===== config.mk =====
export PLATFORM = sky130hd
export DESIGN_NAME = command_sequencer
export DESIGN_NICKNAME = d
export VERILOG_FILES = /design/src/rtl/command_sequencer.sv
export SDC_FILE = /design/constraint.sdc
export NUM_CORES = 1
export LEC_CHECK = 0
export CORE_UTILIZATION = 40
export CTS_CLUSTER_DIAMETER = 60
export DETAILED_ROUTE_END_ITERATION = 8
export GPL_TIMING_DRIVEN = 0
export PLACE_DENSITY = 0.8
export SYNTH_ARGS = -nofsm -noshare
export SYNTH_HDL_FRONTEND = slang
export SYNTH_SLANG_ARGS = --single-unit

===== constraint.sdc =====
create_clock -name clk_i -period 6.2 [get_ports clk_i]
set_clock_uncertainty 0.1 [all_clocks]
set_input_delay 1.24 -clock clk_i [delete_from_list [all_inputs] [get_ports clk_i]]
set_output_delay 1.24 -clock clk_i [all_outputs]
set_load 0.02 [all_outputs]

===== src/rtl/command_sequencer.sv =====
// Command sequencer: runs decoded SPI commands (write, read, N-beat stream read)
// as the sole master on the peripheral bus and returns read data / stream beats.
module command_sequencer #(
  parameter int unsigned ADDR_W      = 24,
  parameter int unsigned DATA_W      = 32,
  parameter int unsigned TIMEOUT_CYC = 255
) (
  input  logic              clk_i,
  input  logic              rst_i,
  input  logic              cmd_valid_i,
  input  logic [7:0]        instruction_i,
  input  logic [ADDR_W-1:0] address_i,
  input  logic [DATA_W-1:0] value_i,
  output logic              cmd_ready_o,
  output logic              bus_req_o,
  output logic              bus_we_o,
  output logic [ADDR_W-1:0] bus_addr_o,
  output logic [DATA_W-1:0] bus_wdata_o,
  input  logic              bus_ack_i,
  input  logic [DATA_W-1:0] bus_rdata_i,
  output logic [DATA_W-1:0] result_o,
  output logic [DATA_W-1:0] stream_o,
  output logic              stream_valid_o,
  input  logic              stream_ready_i,
  output logic [3:0]        status_o
);

  localparam int unsigned TO_W  = $clog2(TIMEOUT_CYC + 1);
  localparam int unsigned CNT_W = 8;

  localparam logic [7:0] OP_NOP    = 8'h00;
  localparam logic [7:0] OP_WRITE  = 8'h01;
  localparam logic [7:0] OP_READ   = 8'h02;
  localparam logic [7:0] OP_STREAM = 8'h03;

  typedef enum logic [1:0] {IDLE, ISSUE, S_ISSUE, S_HOLD} state_t;

  state_t              state_q, state_d;
  logic [TO_W-1:0]     to_cnt_q, to_cnt_d;
  logic [CNT_W-1:0]    remaining_q, remaining_d;
  logic                req_d, we_d, svalid_d, ready_d;
  logic [ADDR_W-1:0]   addr_d;
  logic [DATA_W-1:0]   wdata_d, result_d, stream_d;
  logic                done_d, timeout_d, illegal_d;

  logic accept_c, ack_c, expire_c;

  assign accept_c = (state_q == IDLE) && cmd_valid_i;
  assign ack_c    = bus_req_o && bus_ack_i;
  assign expire_c = bus_req_o && !bus_ack_i && (to_cnt_q == TO_W'(TIMEOUT_CYC - 1));

  // State and registered outputs; reset drops every bus/stream strobe at once
  always_ff @(posedge clk_i or posedge rst_i) begin
    if (rst_i) begin
      state_q        <= IDLE;
      to_cnt_q       <= '0;
      remaining_q    <= '0;
      cmd_ready_o    <= 1'b1;
      bus_req_o      <= 1'b0;
      bus_we_o       <= 1'b0;
      bus_addr_o     <= '0;
      bus_wdata_o    <= '0;
      result_o       <= '0;
      stream_o       <= '0;
      stream_valid_o <= 1'b0;
      status_o       <= '0;
    end else begin
      state_q        <= state_d;
      to_cnt_q       <= to_cnt_d;
      remaining_q    <= remaining_d;
      cmd_ready_o    <= ready_d;
      bus_req_o      <= req_d;
      bus_we_o       <= we_d;
      bus_addr_o     <= addr_d;
      bus_wdata_o    <= wdata_d;
      result_o       <= result_d;
      stream_o       <= stream_d;
      stream_valid_o <= svalid_d;
      status_o       <= {illegal_d, timeout_d, done_d, !ready_d};
    end
  end

  // Next-state selection
  always_comb begin
    state_d = state_q;
    case (state_q)
      IDLE: begin
        if (accept_c) begin
          if (instruction_i == OP_WRITE || instruction_i == OP_READ) begin
            state_d = ISSUE;
          end else if (instruction_i == OP_STREAM && value_i[CNT_W-1:0] != '0) begin
            state_d = S_ISSUE;
          end
        end
      end
      ISSUE: begin
        if (ack_c || expire_c) state_d = IDLE;
      end
      S_ISSUE: begin
        if (ack_c)         state_d = S_HOLD;
        else if (expire_c) state_d = IDLE;
      end
      S_HOLD: begin
        if (stream_ready_i) state_d = (remaining_q == CNT_W'(1)) ? IDLE : S_ISSUE;
      end
      default: state_d = IDLE;
    endcase
  end

  // Next values of the registered outputs, datapath and status flags
  always_comb begin
    to_cnt_d    = bus_req_o ? to_cnt_q + TO_W'(1) : '0;
    remaining_d = remaining_q;
    req_d       = bus_req_o;
    we_d        = bus_we_o;
    addr_d      = bus_addr_o;
    wdata_d     = bus_wdata_o;
    result_d    = result_o;
    stream_d    = stream_o;
    svalid_d    = stream_valid_o;
    done_d      = status_o[1];
    timeout_d   = status_o[2];
    illegal_d   = status_o[3];
    ready_d     = (state_d == IDLE);

    case (state_q)
      IDLE: begin
        if (accept_c) begin
          done_d      = 1'b0;
          timeout_d   = 1'b0;
          illegal_d   = 1'b0;
          addr_d      = address_i;
          wdata_d     = value_i;
          remaining_d = value_i[CNT_W-1:0];
          to_cnt_d    = '0;
          case (instruction_i)
            OP_NOP:   done_d = 1'b1;
            OP_WRITE: begin req_d = 1'b1; we_d = 1'b1; end
            OP_READ:  begin req_d = 1'b1; we_d = 1'b0; end
            OP_STREAM: begin
              we_d = 1'b0;
              if (value_i[CNT_W-1:0] == '0) done_d = 1'b1;
              else                          req_d  = 1'b1;
            end
            default:  illegal_d = 1'b1;
          endcase
        end
      end
      ISSUE: begin
        if (ack_c) begin
          req_d  = 1'b0;
          done_d = 1'b1;
          if (!bus_we_o) result_d = bus_rdata_i;
        end else if (expire_c) begin
          req_d     = 1'b0;
          timeout_d = 1'b1;
        end
      end
      S_ISSUE: begin
        if (ack_c) begin
          req_d    = 1'b0;
          stream_d = bus_rdata_i;
          svalid_d = 1'b1;
        end else if (expire_c) begin
          req_d     = 1'b0;
          timeout_d = 1'b1;
        end
      end
      S_HOLD: begin
        if (stream_ready_i) begin
          svalid_d    = 1'b0;
          remaining_d = remaining_q - CNT_W'(1);
          addr_d      = bus_addr_o + ADDR_W'(4);
          if (remaining_q == CNT_W'(1)) begin
            done_d = 1'b1;
          end else begin
            req_d    = 1'b1;
            to_cnt_d = '0;
          end
        end
      end
      default: ;
    endcase
  end

endmodule


# [Word-level counts from Yosys, hierarchy flattened]
# Index checks and enable logic that the tools add are counted.
# Widths: inputs -> output; s select.
[classes] add_sub_neg=3 eq_ne=19 n_mux=43 bitwise=1 reduce_logical=32
[ops] cell="$mux 24" count=2
[ops] cell="$mux 8" count=6
[ops] cell="$pmux 24 s2" count=1
[ops] cell="$pmux 8 s2" count=2
[ops] cell="$add 24x3->24 const B" count=1
[ops] cell="$eq 8x1->1 const B" count=2
[ops] cell="$eq 8x2->1 const B" count=2
[ops] cell="$logic_not 8->1" count=2
[ops] cell="$mux 1" count=16
[ops] cell="$mux 2" count=8
[ops] cell="$ne 2x2->1 const B" count=7
[ops] cell="$reduce_and 3->1" count=4
[ops] cell="$pmux 1 s2" count=5
[ops] cell="$add 8x1->8 const B" count=1
[ops] cell="$eq 8x8->1 const B" count=1
[ops] cell="$pmux 2 s4" count=1
[ops] cell="$reduce_bool 2->1" count=4
[ops] cell="$reduce_bool 8->1" count=1
[ops] cell="$sub 8x1->8 const B" count=1
[ops] cell="$pmux 1 s3" count=2
[ops] cell="$reduce_and 6->1" count=1
[ops] cell="$reduce_or 2->1" count=3
[ops] cell="$logic_and 1x1->1" count=5
[ops] cell="$reduce_and 5->1" count=1
[ops] cell="other kinds (14)" count=19
[totals] ff_bits=146 input_bits=101 wordCells=113

# [Depth between registers and ports, before layout]
# Gate-level depths: netlist of the first run.
[logic_depth] word_depth=8 ltp_mapped=9

# [Worst setup path after synthesis of the first run]
# Ideal clock, no wire load.
[synth_path] path_type="input port to flip-flop" from="input instruction_i[3]" to="register status_o[0]" arrival_ns=2.645 required_time_ns=5.976 slack_ns=3.331 cell_stages=5 n_path_buf=0 path_cell_list="or4_4 or3_1 o21ai_2 o221ai_2 or2_1"
[synth_between] elab_chain_cells=8 word_cells_on_any_way=11
[synth_lines] element="start: declaration" line_no="11" source="input logic [7:0] instruction_i,"
[synth_lines] element="$eq 8x2->1" line_no="91" source="end else if (instruction_i == OP_STREAM && value_i[CNT_W-1:0] != '0) begin"
[synth_lines] element="$logic_and 1x1->1" line_no="91"
[synth_lines] element="$mux 2" line_no="91"
[synth_lines] element="$mux 2 *" line_no="89" source="if (instruction_i == OP_WRITE || instruction_i == OP_READ) begin"
[synth_lines] element="$mux 2 *" line_no="88" source="if (accept_c) begin"
[synth_lines] element="$pmux 2 s4 *" line_no="86" source="case (state_q)"
[synth_lines] element="net state_d[1]" line_no="38" source="state_t state_q, state_d;"
[synth_lines] element="$logic_not 2->1 *" line_no="124" source="ready_d = (state_d == IDLE);"
[synth_lines] element="$logic_not 1->1 *" line_no="79" source="status_o <= {illegal_d, timeout_d, done_d, !ready_d};"
[synth_lines] element="end signal: assignment" line_no="79"
[synth_lines] element="end: declaration" line_no="25" source="output logic [3:0] status_o"
# The timed path passes the listed nets; every way through them passes the cells marked *.
# A chain may end at the register's enable or synchronous reset.

# [Final worst setup path of the first run]
[layout_path] from="input cmd_valid_i" to="register bus_wdata_o[2]"
[layout_between] elab_chain_cells=2
[layout_lines] element="start: declaration" line_no="10" source="input logic cmd_valid_i,"
[layout_lines] element="$logic_and 1x1->1" line_no="48" source="assign accept_c = (state_q == IDLE) && cmd_valid_i;"
[layout_lines] element="$reduce_and 2->1 (no line)"
[layout_lines] element="end signal: assignment" line_no="75" source="bus_wdata_o <= wdata_d;"
[layout_lines] element="end: declaration" line_no="18" source="output logic [DATA_W-1:0] bus_wdata_o,"
# Every way passes these cells.

==> results of run 1 <==
## metal layers
layer / vias up / global-route usage (%) / part of all wire, %
li1: 2655 / - / -
met1: 2799 / 29.3 / 44
met2: 171 / 35.6 / 50
met3: 27 / 4.38 / 5.1
met4: 0 / 8.34 / 1.6
met5: - / 0 / 0
## cells by family (layout without fill, tap and decap cells)
group | count (synthesis) | in the layout | share of synthesized area (%)
muxes | 69 | 69 | 11.9
and+or+nand+nor | 233 | 233 | 16.2
buffers and inverters | 45 | 306 | 3.00
DFF | 146 | 146 | 56.1
AOI/OAI and AO/OA | 103 | 103 | 10.1
adders and majority gates | 9 | 9 | 1.73
xor gates and xnor gates | 7 | 7 | 0.942
## power by group
group	switching, uW	total, uW	internal (uW)
Sequential	276	1620	1350
Combinational	1080	2110	1020
Clock	404	1020	614
## sequential cells by signal (all words and copies together), names as in the netlist
name and flops:
bus_req_o 1, bus_wdata_o 32, result_o 32, status_o 4, bus_we_o 1, remaining_q 8, stream_o 32, to_cnt_q 8
stream_valid_o 1, cmd_ready_o 1, bus_addr_o 24, state_q 2
## cells in the mapped netlist, types with 4 or more instances
master and n:
sky130_fd_sc_hd__o21ai_1 8, sky130_fd_sc_hd__mux2_2 7, sky130_fd_sc_hd__nor4_1 6, sky130_fd_sc_hd__dfrtp_1 145, sky130_fd_sc_hd__clkbuf_1 24, sky130_fd_sc_hd__mux2_1 59
sky130_fd_sc_hd__a41oi_1 5, sky130_fd_sc_hd__a21oi_1 35, sky130_fd_sc_hd__o21ai_0 9, sky130_fd_sc_hd__xor2_1 4, sky130_fd_sc_hd__and3_1 4, sky130_fd_sc_hd__ha_1 9
sky130_fd_sc_hd__nand4_1 9, sky130_fd_sc_hd__a2bb2oi_1 12, sky130_fd_sc_hd__nor2_1 27, sky130_fd_sc_hd__inv_1 13, sky130_fd_sc_hd__and4_1 4, sky130_fd_sc_hd__nand3_1 20
sky130_fd_sc_hd__nor3_1 8, sky130_fd_sc_hd__nand2_1 137, sky130_fd_sc_hd__o22ai_1 16
## final cells by class
class	instances	area [um2]	share of cell area (%)
buffer	32	146	1.51
clock buffer	20	457	4.72
clock inverter	12	129	1.33
inverter	13	53.8	0.556
multi-input combinational	421	2660	27.5
sequential	146	3650	37.7
tap	216	270	2.79
timing repair buffer	229	2310	23.9
## path summary, 6_finish.rpt
check / start / endpoint / slack [ns] / depth (start not counted)
min reg2reg: stream_o[22] / stream_o[22] / 0.37 / 2
max: cmd_valid_i / bus_wdata_o[2] / 3.12 / 5
max reg2reg: state_q[0] / bus_wdata_o[2] / 3.62 / 7
min: stream_o[22] / stream_o[22] / 0.37 / 2
max in group asynchronous: rst_i / cmd_ready_o / 4.01 / 3
min in group asynchronous: rst_i / bus_addr_o[22] / 1.15 / 2
## critical path: stages
cell	delay, ns
sky130_fd_sc_hd__clkdlybuf4s50_1	0.47
sky130_fd_sc_hd__nand2_1	0.15
sky130_fd_sc_hd__buf_1	0.52
sky130_fd_sc_hd__clkbuf_1	0.51
sky130_fd_sc_hd__mux2_1	0.38
## through the flow
stage | cells | hold WS [ns] | area, um2 | power [uW] | setup slack [ns]
6_report | 1089 | 0.370 | 9680 | 4750 | 3.12
5_1_grt | 1089 | 0.391 | 9680 | 5010 | 2.89
4_1_cts | 1089 | 0.376 | 9680 | 4790 | 3.09
3_5_place_dp | 1057 | 0.361 | 9100 | 3750 | 2.65
3_3_place_gp | 1056 | 0.357 | 9060 | 3700 | -1.29
2_1_floorplan | 612 | 0.355 | 6510 | 2710 | 0.939
==> run summary, run 1 <==
The fraction of synthesis flops using an asynchronous set or reset pin came out at 100%. The final hold violation count is 0, and the share of final-layout standard cells stronger than drive strength 1 is 6.30%. The total global routing track utilization was 22.1%.

The synthesized design devotes to its leading area cell type 55.7% of total area. The library cells used most frequently in the layout, excluding fill and tap cells, are sky130_fd_sc_hd__clkdlybuf4s50_1 (228), sky130_fd_sc_hd__dfrtp_1 (145), sky130_fd_sc_hd__nand2_1 (137), sky130_fd_sc_hd__mux2_1 (59), sky130_fd_sc_hd__a21oi_1 (35). TritonCTS built the clock tree. The worst-case IR drop observed on VDD is 0.000231 V. For the normalized max-slew margin, the log shows 52.8%.

The global-route congestion overflow total is 0. The nature of the critical path startpoint is a primary input. From left edge to right edge, the die measures 130 um.

For the area of the die, the log shows 0.0168 mm2. The distinct cell type count of the synthesized netlist was 51; the height of the chip was 130 um. Number of I/O pins: 229. The number of antenna violations at the first check in global routing is 0.

By area the synthesized netlist is led by sky130_fd_sc_hd__dfrtp_1 (56%), sky130_fd_sc_hd__mux2_1 (10%), sky130_fd_sc_hd__nand2_1 (7.9%). The initialized floorplan defines 46 standard-cell rows. The tools report the count of max-cap constraint violations as 0.

Summed over all cells, the static leakage comes to 0.00407 uW. Of the synthesized area, sequential elements account for 56.1%. The detail route stage leaves a number of antenna-violating nets equal to 0. For the final routed database, the setup TNS stands at 0 ns. At the worst endpoint, the required time is 6.40 ns. Counting flops with a built-in enable in the synthesized netlist gives 0.

The cell count after synthesis came out at 612. The first TritonRoute pass finished after 5 iterations. The clock passes through at most 2 buffers. The number of buffers inserted by hold repair at cts is 0, and the arrival time at the worst endpoint is 3.28 ns. Dividing the detail-routed via count by the number of cells gives 5.19. Path type of the worst setup path: primary input to flop. For this configuration, the core starts out at a cell density of 41.0%. For this design the ratio of total power to cell area is 490 mW/mm2. The H-tree was split into 4 levels. The routed length per instance came out at 16.5 um.

The DRC violation count after routing is 0. Entering global routing, the biggest net connects 91 pins. Count of buffers inserted at the top-level ports: 228. Once the clock tree was built, the resizer swapped 0 gates to a different size. Of all nets on the critical path, the largest fanout is 10. STA classifies the critical path endpoint as a flop. After synthesis the cells add up to 0.00651 mm2. The worst hold path belongs to the class flop to flop.

The run finished with clean final reports. The number of register bits inferred by synthesis works out to 146. For this run, the top clock speed supported by timing is 0.325 GHz. The run gives 0.42 ns as the clock latency on the worst-skew pair. Setup violations remaining at the end of the flow were counted as 0.

For this run, the leading register cell type out of synthesis is sky130_fd_sc_hd__dfrtp_1. For this run, the post-layout net count is 970. The smallest clock period supported by the final layout is computed as 3.08 ns.

The root buffer cell chosen for the clock tree is sky130_fd_sc_hd__clkbuf_16. In this run the standard cell core region covers 0.0159 mm2. Setup repair after global routing left no endpoint under its margin. Dividing the synthesized area by the synthesized cell count gives 10.6 um2. The logs give 17 for the number of clock buffers inserted by TritonCTS and 0 for the max-slew violation count.

The net count after synthesis is 722. Dividing the final minimum period by the clock period gives 49.7%. The tree built by TritonCTS fans out to 146 sinks.

Number of synthesis warnings: 0. The area growth from synthesis to layout is 48.7%. The first global-routing pass estimated 28500 um of wire. The final layout contains routed wiring with a total length of 18000 um.

The number of global-route vias before repair is 5536. For the total of fill cells in the finished design, the log shows 1346. The number of setup buffers added after CTS is 0. The routability congestion estimate from global placement was 0.826. The cell taking the most area after synthesis is sky130_fd_sc_hd__dfrtp_1. The clock-pin slew of the registers on the worst-case setup and hold paths works out to 0.06 ns.

The number of antenna diodes in the final layout is 0. The most frequent standard cell in the layout excluding fill and tap cells was sky130_fd_sc_hd__clkdlybuf4s50_1. The tools report the half-perimeter wire length after detailed placement as 13200 um.

The number of design-rule violations left by the first detailed-router iteration is 352. The transition time at the pin with the least slew margin is 0.703 ns, and the final design utilization is 60.9%. The overall via count from detail_route came out at 5652.
Note: power is estimated with default switching activity, not from simulation.
==> inputs of run 2 (changes only) <==
==> constraint.sdc (replaced) <==
create_clock -name clk_i -period 2.9 [get_ports clk_i]
set_clock_uncertainty 0.1 [all_clocks]
set_input_delay 0.58 -clock clk_i [delete_from_list [all_inputs] [get_ports clk_i]]
set_output_delay 0.58 -clock clk_i [all_outputs]
set_load 0.02 [all_outputs]
==> run summary, run 2 (same netlist as run 1, synthesis figures left out) <==
The normalized max-slew margin was 48.5% (-4.3 points). In the final layout, the registers with the most flip-flops are bus_wdata_o (32), result_o (32), stream_o (32). The tree is rooted in a sky130_fd_sc_hd__clkbuf_16. The post-detailed-route via-to-cell ratio is 5.18 (-0.18%). The flow ran to the end, and the final reports show no timing, DRC or antenna violations. The run gives 2.83 ns (-0.45 ns) as the arrival time at the worst endpoint. H-tree depth: 4 (unchanged).

Met1 wire length: 7770 um (-0.87%). The highest cell delay on the worst timing path was 0.50 ns (-0.02 ns); the transition time at the pin with the least slew margin was 0.767 ns (+0.0643 ns). The tools report the detailed-routed wire length on met2 as 8770 um (-1.9%). The logs give 0 (unchanged) for the final-report setup violation count and 0 (unchanged) for the global-route congestion overflow total. The height of the chip was 130 um (unchanged); the total global routing track utilization was 22.0% (-0.066 points). The power spent charging and discharging nets was 3750 uW (+110%).

The post-synthesis to final-layout area growth came out at 49.0%. The worst path in the final design needs a cycle of 2.64 ns, including I/O delays and setup. The path class of the lowest-slack min-delay path was flop to flop.

The run gives 17 (unchanged) as the number of clock buffers inserted by TritonCTS. The setup path with the least slack is of type flop to flop. The highest layer touched by signal routing is met4. The final-layout worst hold slack is 0.370 ns (-0.0000600 ns), and the data required time of the worst path is 3.09 ns (-3.31 ns). The top cell types in the final layout, fill and taps aside, are sky130_fd_sc_hd__clkdlybuf4s50_1 (228), sky130_fd_sc_hd__dfrtp_1 (145), sky130_fd_sc_hd__nand2_1 (137), sky130_fd_sc_hd__mux2_1 (59), sky130_fd_sc_hd__a21oi_1 (35). The wire length of the first global-routing pass was 28600 um (+0.44%); the peak supply drop was 0.000649 V (+180%). The share of power burned in registers came out at 34.5% (+0.3 points). Routed length per instance: 16.6 um (+0.62%). For the max-slew violation count, the log shows 0 (unchanged). The worst setup slack after layout was 0.256 ns (-2.86 ns). The count of buffers inserted at the top-level ports came out at 228 (unchanged). The worst slack at placement came out at -0.00554 ns (-2.66 ns). The quantity of gates resized following cts was 0 (unchanged).

Walking the worst path, the cells encountered are inv_1 > ha_1 > buf_6 > nor2b_1 > nor3b_1 > clkbuf_1 > buf_2 > a21oi_1. The tools report the post-CTS setup repair buffer count as 0 (unchanged). Placed cell count: 1060 (+0.28%). The internal portion of total power came out at 6310 uW (+110%). Critical path endpoint category: a flop. The area of the die was 0.0168 mm2 (unchanged).

The number of I/O pins is 229 (unchanged). The maximum buffer depth of the clock tree came out at 2 (unchanged). The logs give 0.00266 mm2 (unchanged) for the area of combinational cells with multiple inputs and 0.41 ns (about the same) for the clock latency on the worst-skew pair. The logic gate share of total power is 45.0% (+0.6 points). Count of max-cap constraint violations: 0 (unchanged). The achievable clock frequency is 0.378 GHz. The clock-pin slew of the registers on the worst-case setup and hold paths was 0.06 ns (about the same). The tools report the final-layout setup total negative slack as 0 ns (unchanged). The worst setup path is launched from a flop.

The number of nets with antenna violations after detailed routing is 0 (unchanged), and the number of buffers inserted by hold repair at cts is 0 (unchanged). Pin count of the biggest net entering global routing: 41 (-55%). The total of fill cells in the finished design is 1321 (-1.9%). The tools report the number of antenna violations at the first check in global routing as 0 (unchanged). Overall via count from detail_route: 5647 (-0.088%). Maximum fanout along the worst path: 10 (unchanged). Routability congestion estimate from global placement: 0.831 (+0.56%). For the net count reported at finish, the log shows 973 (+0.31%). The run gives 0.00365 mm2 (unchanged) as the register area. The logs give 46 (unchanged) for the row count and 146 (unchanged) for the clock net sink count.

Switching fraction of total power: 37.3% (+0.089 points). TritonCTS built the clock tree. The final design utilization was 61.1% (+0.12 points); the routed length on met3 was 1080 um (+17%). The DRC violation count after routing is 0 (unchanged). Setup repair after global routing left no endpoint under its margin. For the final cell count without fillers, the log shows 1090 (+0.092%). The share of final-layout standard cells stronger than drive strength 1 came out at 6.41% (+0.11 points). Starting utilization of the core area: 41.0% (unchanged). For the area of the core, the log shows 0.0159 mm2 (unchanged). The number of buffers and inverters on the critical path is 4 (+1). The tools report the number of design-rule violations left by the first detailed-router iteration as 285 (-19%).

Leaving out fill and tap cells, the most frequent cell in the layout is sky130_fd_sc_hd__clkdlybuf4s50_1. The antenna diode count was 0 (unchanged); the final critical-path share of the clock period was 91.2%. The logs give 5744 (+3.8%) for the number of global-route vias before repair and 20.4% (-1.0 points) for the relative contribution of the clock network to total power.

The logs give 0 (unchanged) for the final hold violation count and 13600 um (+3.2%) for the half-perimeter wire length after detailed placement. The static leakage power came out at 0.00408 uW (+0.22%). The cell area power density works out to 1040 mW/mm2 (+110%). The kind of cell with the highest combined delay along the critical path is buffers and inverters. For the count of TritonRoute iterations in the first routing pass, the log shows 4 (-1).

The floorplan die width was 130 um (unchanged). The slowest cell on the critical path was sky130_fd_sc_hd__nor3b_1. The final wirelength came out at 18100 um (+0.72%).
==> run 2: changes by cell type in the layout (fill, tap and decap cells not counted) <==
| cell | before | now |
|---|---|---|
| sky130_fd_sc_hd__buf_12 | 0 | 4 |
| sky130_fd_sc_hd__bufinv_16 | 2 | 1 |
| sky130_fd_sc_hd__inv_6 | 3 | 1 |
| sky130_fd_sc_hd__buf_16 | 1 | 0 |
| sky130_fd_sc_hd__clkbuf_8 | 2 | 3 |
==> run 2: worst register-to-register path, stage by stage, from the launching register on <==
cell and delay, ns:
sky130_fd_sc_hd__dfrtp_1 0.42, sky130_fd_sc_hd__inv_1 0.10, sky130_fd_sc_hd__ha_1 0.20, sky130_fd_sc_hd__buf_6 0.14, sky130_fd_sc_hd__nor2b_1 0.16, sky130_fd_sc_hd__nor3b_1 0.50, sky130_fd_sc_hd__clkbuf_1 0.45, sky130_fd_sc_hd__buf_2 0.34
sky130_fd_sc_hd__a21oi_1 0.10
==> run 2: final timing paths <==
path                                   start  cells past startpoint  slack (ns)             to
worst max-delay path              state_q[1]                      8        0.26  bus_addr_o[3]
worst min-delay path            stream_o[18]                      2        0.37   stream_o[18]
worst max register to register    state_q[1]                      8        0.26  bus_addr_o[3]
worst min register to register  stream_o[18]                      2        0.37   stream_o[18]
max in group asynchronous              rst_i                      4        1.46    cmd_ready_o
min in group asynchronous              rst_i                      2        0.42   result_o[21]
==> run 2: layout make-up <==
type	instances	share of cell area (%)
clock buffer	21	4.85
clock inverter	9	0.851
multi-input combinational	421	27.4
sequential	146	37.7
inverter	13	0.542
timing repair buffer	232	24.4
tap	216	2.79
buffer	32	1.51
==> run 2: metal layers <==
| metal | global-route usage [%] | up-vias |
|---|---|---|
| met3 | 4.91 | 34 |
| met5 | 0 | - |
| li1 | - | 2663 |
| met4 | 9.51 | 0 |
| met2 | 35.5 | 187 |
| met1 | 28.4 | 2763 |
==> run 2: power by group through the flow <==
stage	clock network (uW)	logic (uW)	registers, uW
after floorplan	0	1450	4360
after global placement	0	4450	3450
after detailed placement	0	4550	3500
after CTS	2100	4560	3470
after global routing	2180	4850	3590
final	2060	4530	3470
==> run 2: per-stage QoR <==
step / instance area (um2) / total power, uW
4_1_cts: 9700 / 10100
6_report: 9700 / 10100
5_1_grt: 9700 / 10600
3_3_place_gp: 9070 / 7900
2_1_floorplan: 6520 / 5800
3_5_place_dp: 9150 / 8040
==> inputs of run 3 (changes only) <==
--- a/config.mk
+++ b/config.mk
@@ -5,6 +5,7 @@
 export SDC_FILE = /design/constraint.sdc
 export NUM_CORES = 1
 export LEC_CHECK = 0
+export CORE_MARGIN = 1
 export CORE_UTILIZATION = 40
 export CTS_CLUSTER_DIAMETER = 60
 export DETAILED_ROUTE_END_ITERATION = 8
==> results of run 3 <==
Same layout as run 2: the final DEF is identical, and so are final timing and power.
